==> src/rtl/regfile_write_queue.sv <==
// regfile_write_queue: two-producer writeback FIFO feeding the register file write port.
// Optional pending-write bypass lookups are built when WQ_BYPASS_EN is defined.
module regfile_write_queue #(
    parameter int N     = 32,
    parameter int DEPTH = 4
) (
    input  logic                   clk,
    input  logic                   rst,
    input  logic                   alu_valid,
    input  logic [4:0]             alu_reg,
    input  logic [N-1:0]           alu_data,
    output logic                   alu_ready,
    input  logic                   mem_valid,
    input  logic [4:0]             mem_reg,
    input  logic [N-1:0]           mem_data,
    output logic                   mem_ready,
    output logic                   RegWrite,
    output logic [4:0]             WriteRegister,
    output logic [N-1:0]           WriteData,
    output logic [$clog2(DEPTH):0] count,
    input  logic [4:0]             ReadRegister1,
    input  logic [4:0]             ReadRegister2,
    output logic                   hit1,
    output logic                   hit2,
    output logic [N-1:0]           hit_data1,
    output logic [N-1:0]           hit_data2
);
    localparam int PW = $clog2(DEPTH);
    localparam int CW = PW + 1;

    logic [4:0]    reg_q [DEPTH];
    logic [N-1:0]  dat_q [DEPTH];
    logic [PW-1:0] head_q, head_d;
    logic [PW-1:0] tail_q, tail_d;
    logic [CW-1:0] count_q, count_d;
    logic          rw_q;
    logic [4:0]    wr_q;
    logic [N-1:0]  wd_q;

    logic          mem_acc, alu_acc;
    logic          mem_push, alu_push;
    logic          pop;
    logic [PW-1:0] alu_slot;

    // Readiness is judged on pre-pop occupancy; mem gets the last free slot.
    assign mem_ready = (count_q < CW'(DEPTH));
    assign alu_ready = (count_q <= CW'(DEPTH - 2)) || (mem_ready && !mem_valid);

    assign mem_acc  = mem_valid && mem_ready;
    assign alu_acc  = alu_valid && alu_ready;
    assign mem_push = mem_acc && (mem_reg != 5'd0);
    assign alu_push = alu_acc && (alu_reg != 5'd0);
    assign pop      = (count_q != '0);

    // The load is the older instruction, so it takes the first tail slot.
    assign alu_slot = tail_q + PW'(mem_push);
    assign tail_d   = tail_q + PW'(mem_push) + PW'(alu_push);
    assign head_d   = head_q + PW'(pop);
    assign count_d  = count_q + CW'(mem_push) + CW'(alu_push) - CW'(pop);

    // Entry storage; contents are only meaningful below count_q.
    always_ff @(posedge clk) begin
        if (mem_push) begin
            reg_q[tail_q] <= mem_reg;
            dat_q[tail_q] <= mem_data;
        end
        if (alu_push) begin
            reg_q[alu_slot] <= alu_reg;
            dat_q[alu_slot] <= alu_data;
        end
    end

    // Pointers, occupancy and the registered write-port stage.
    always_ff @(posedge clk or negedge rst) begin
        if (!rst) begin
            head_q  <= '0;
            tail_q  <= '0;
            count_q <= '0;
            rw_q    <= 1'b0;
            wr_q    <= '0;
            wd_q    <= '0;
        end else begin
            head_q  <= head_d;
            tail_q  <= tail_d;
            count_q <= count_d;
            rw_q    <= pop;
            if (pop) begin
                wr_q <= reg_q[head_q];
                wd_q <= dat_q[head_q];
            end
        end
    end

    assign RegWrite      = rw_q;
    assign WriteRegister = wr_q;
    assign WriteData     = wd_q;
    assign count         = count_q;

`ifdef WQ_BYPASS_EN
    logic [PW-1:0] idx;

    // Youngest match wins: output stage first, then FIFO oldest-to-youngest overrides.
    always_comb begin
        hit1      = 1'b0;
        hit2      = 1'b0;
        hit_data1 = '0;
        hit_data2 = '0;
        idx       = head_q;
        if (rw_q && (wr_q == ReadRegister1) && (ReadRegister1 != 5'd0)) begin
            hit1      = 1'b1;
            hit_data1 = wd_q;
        end
        if (rw_q && (wr_q == ReadRegister2) && (ReadRegister2 != 5'd0)) begin
            hit2      = 1'b1;
            hit_data2 = wd_q;
        end
        for (int i = 0; i < DEPTH; i++) begin
            idx = head_q + PW'(i);
            if ((CW'(i) < count_q) && (reg_q[idx] == ReadRegister1)
                && (ReadRegister1 != 5'd0)) begin
                hit1      = 1'b1;
                hit_data1 = dat_q[idx];
            end
            if ((CW'(i) < count_q) && (reg_q[idx] == ReadRegister2)
                && (ReadRegister2 != 5'd0)) begin
                hit2      = 1'b1;
                hit_data2 = dat_q[idx];
            end
        end
    end
`else
    logic unused_rd;

    assign unused_rd = ^{ReadRegister1, ReadRegister2};
    assign hit1      = 1'b0;
    assign hit2      = 1'b0;
    assign hit_data1 = '0;
    assign hit_data2 = '0;
`endif

endmodule

==> config.mk <==
export PLATFORM = sky130hd
export DESIGN_NAME = regfile_write_queue
export DESIGN_NICKNAME = d
export VERILOG_FILES = /design/src/rtl/regfile_write_queue.sv
export SDC_FILE = /design/constraint.sdc
export NUM_CORES = 1
export LEC_CHECK = 0
export ABC_AREA = 0
export BUFFER_PORTS_ARGS = -buffer_cell sky130_fd_sc_hd__buf_2
export CAP_MARGIN = 20
export CORE_ASPECT_RATIO = 1.5
export CORE_MARGIN = 5
export CORE_UTILIZATION = 50
export CTS_BUF_LIST = sky130_fd_sc_hd__clkbuf_4
export CTS_CLUSTER_DIAMETER = 120
export DETAILED_ROUTE_END_ITERATION = 12
export GPL_ROUTABILITY_DRIVEN = 0
export PLACE_DENSITY = 0.73
export SYNTH_ARGS = -nofsm -noshare
export SYNTH_HDL_FRONTEND = slang
export SYNTH_SLANG_ARGS = --single-unit
export TNS_END_PERCENT = 5
==> constraint.sdc <==
create_clock -name clk -period 7.6 [get_ports clk]
set_input_delay 0.38 -clock clk [delete_from_list [all_inputs] [get_ports clk]]
set_output_delay 0.38 -clock clk [all_outputs]
set_load 0.03 [all_outputs]
==> impl_metrics.env <==
export IMPL_outcome="finished, final reports clean"
export IMPL_dr_total_vias=5070
export IMPL_crit_type="flop to flop"
export IMPL_cts_root_buf="clkbuf_4"
export IMPL_antenna_found_initial=3
export IMPL_finalWirelength_mm=20.4
export IMPL_routedWlPerCell_um=21.7
export IMPL_yosys_warnings=0
export IMPL_power_density_nw_per_um2=388
export IMPL_cts_tree="built"
export IMPL_final_layout_size_suffix_gt1_frac=0.526
export IMPL_max_freq_mhz=287
export IMPL_p_clk_frac=0.141
export IMPL_grt_max_degree=46
export IMPL_critPathMostFrequentCell="buf_4"
export IMPL_cts_sinks=193
export IMPL_cts_buffer_depth=2
export IMPL_post_cts_buffers=0
export IMPL_postPlaceCellArea_um2=10300
export IMPL_numPortBuffers=120
export IMPL_initial_core_util=0.505
export IMPL_end_kind="flop"
export IMPL_tns_ns=0
export IMPL_rsz0062_at_grt="false"
export IMPL_synth_area_leaders="edfxtp_1 46%, mux2_2 13%, dfrtp_1 12%, mux4_2 8.6%, mux2_4 5.9%"
export IMPL_drtPass1Iterations=4
export IMPL_hold_path_class="input port to flop"
export IMPL_postCtsResizedCells=0
export IMPL_ir_drop_v=0.000197
export IMPL_clk_insertion_delay_late_ns=0.54
export IMPL_slowest_stage="buf_4"
export IMPL_fin_area_um2=10600
export IMPL_ys_seq_area_frac=0.578
export IMPL_cpPeakStageDelay_ns=0.65
export IMPL_ys_ff_latch=193
export IMPL_synth_distinct_cells=31
export IMPL_swShare=0.376
export IMPL_path_max_fanout=38
export IMPL_dieArea_um2=22200
export IMPL_htreeDepth=4
export IMPL_hold_viol_final=0
export IMPL_core_rowCount=62
export IMPL_drt_iter0_markers=243
export IMPL_slew_violations=0
export IMPL_dpl_hpwl_mm=12.6
export IMPL_tightestPinTransition_ns=1.02
export IMPL_area_growth_syn_to_layout_pct=9.62
export IMPL_finalSetupViolations=0
export IMPL_drcViolationCount=0
export IMPL_pwr_share_comb=0.419
export IMPL_worstPathCellList="inv_1 -> o311a_1 -> ha_1 -> xnor2_1 -> nor3b_2 -> buf_4 -> a31o_2 -> buf_4"
export IMPL_crit_family="buffers and inverters"
export IMPL_drt_vias_per_instance=5.38
export IMPL_startpoint_type="flop"
export IMPL_grt_total_usage=0.188
export IMPL_yosys_area_top_type="edfxtp_1"
export IMPL_die_width_um=123
export IMPL_p_leak_nw=4.03
export IMPL_period_share=0.459
export IMPL_core_um2=19100
export IMPL_relSlewSlack=0.321
export IMPL_grt_pass1_vias=5539
export IMPL_syn_inst=549
export IMPL_nets=766
export IMPL_seqPwrFrac=0.440
export IMPL_numCtsBuffers=17
export IMPL_grt_pass1_wl_mm=30.9
export IMPL_drv_cap=0
export IMPL_crit_arrival_ns=3.69
export IMPL_fp_dieH_um=180
export IMPL_yosysTopAreaCellShare=0.461
export IMPL_antenna_left=0
export IMPL_cp_num_buf_inv=3
export IMPL_avgSynthCellArea_um2=17.6
export IMPL_cellInternalPower_mw=2.55
export IMPL_p_switching_mw=1.54
export IMPL_finClkSkew_ns=0.0277
export IMPL_cp_required_ns=7.80
export IMPL_overflow=0
export IMPL_fin_crit_ns=3.49
export IMPL_syn_area_um2=9640
export IMPL_clk_pin_slew_worst_paths_ns=0.18
export IMPL_ios=197
[area by class of cell]
cell class                      count  area [um^2]
Clock buffer                       18          135
Fill cell                        1549         8510
Inverter                           10         37.5
Antenna cell                        2         5.00
Multi-Input combinational cell    317         3630
Tap cell                          256          320
Sequential cell                   193         5570
Clock inverter                     14          166
Timing Repair Buffer              132          706
[cells in the final DEF (no fill, tap or decap), types with 4 or more instances in the layout]
master	netlist	final
mux2_1	38	38
mux2_2	109	109
buf_4	68	10
mux4_2	37	37
edfxtp_1	148	148
inv_8	0	5
inv_6	0	4
clkbuf_4	0	18
dfrtp_1	45	43
inv_1	10	10
conb_1	1	66
ha_1	5	5
mux2_4	38	38
buf_2	8	120
[synth_stat cells]
cell and number:
mux2_4 38, o311a_1 1, nand2_1 1, nor3_1 1
or3b_1 1, nand2b_1 1, edfxtp_1 148, nor2b_1 1
nor3b_1 1, xnor2_1 2, mux2_1 38, fa_1 2
nor2_1 1, or4_4 1, buf_2 8, or3_1 2
xor2_1 2, inv_1 10, mux4_2 37, ha_1 5
dfrtp_1 45, mux2_2 109, o221ai_4 1, a21oi_1 1
or2_2 1, o21ai_0 2, buf_6 10, buf_4 68
conb_1 1, a31o_2 2, clkbuf_1 8
[repair_timing]
item	CTS	global route
hold buffers	1	0
endpoints found under the hold margin	45	0
setup endpoints to repair	0	0
[sequential cells by signal (all words and copies together) (netlist names)]
name and flops:
count 3, reg_q 20, WriteData 32, head_q 2
RegWrite 1, tail_q 2, WriteRegister 5, dat_q 128
[through the flow]
step                       util  hold slack, ns  worst slack (ns)  std cells  total power [mW]
final                     0.554           0.157              4.11        942              4.10
after floorplan               -          0.0844              3.33        614              3.10
after global routing      0.554          0.0899              3.95        942              4.32
after global placement    0.536           0.482              3.61        906              3.51
after CTS                 0.554           0.102              4.07        940              4.16
after detailed placement  0.537           0.488              3.56        907              3.59
[kinds of logic after synthesis]
family | synth area share
compound gates | 0.00714
mux | 0.317
flops | 0.578
xor+xnor | 0.00363
simple gates | 0.00740
fa+ha+maj | 0.0106
buf+inv | 0.0758
other cells | 0.000389
[power groups by stage]
stage	combinational (mW)	sequential, mW	clock (mW)
floorplan	1.15	1.96	0
global placement	1.70	1.82	0
detailed placement	1.75	1.84	0
CTS	1.75	1.82	0.596
global route	1.84	1.85	0.636
finish	1.72	1.80	0.578
[worst paths after layout]
check | cells past startpoint | slack [ns] | from | to
hold reg to reg | 1 | 0.52 | WriteData[23] | WriteData[23]
setup / recovery | 8 | 4.11 | count[2] | dat_q[3][5]
max in group asynchronous | 3 | 6.58 | rst | head_q[0]
setup reg to reg | 8 | 4.11 | count[2] | dat_q[3][5]
min in group asynchronous | 3 | 0.49 | rst | WriteData[29]
hold / removal | 2 | 0.16 | alu_data[28] | dat_q[0][28]
[per-layer routing]
metal  part of all wire  vias to the layer above  GRT usage
li1                   -                     2226          -
met1               0.37                     2666      0.207
met2               0.57                      161      0.358
met3              0.053                       15     0.0396
met4              0.011                        2     0.0475
met5            0.00064                        -          0
No activity file was read; power rests on OpenSTA's default activity.
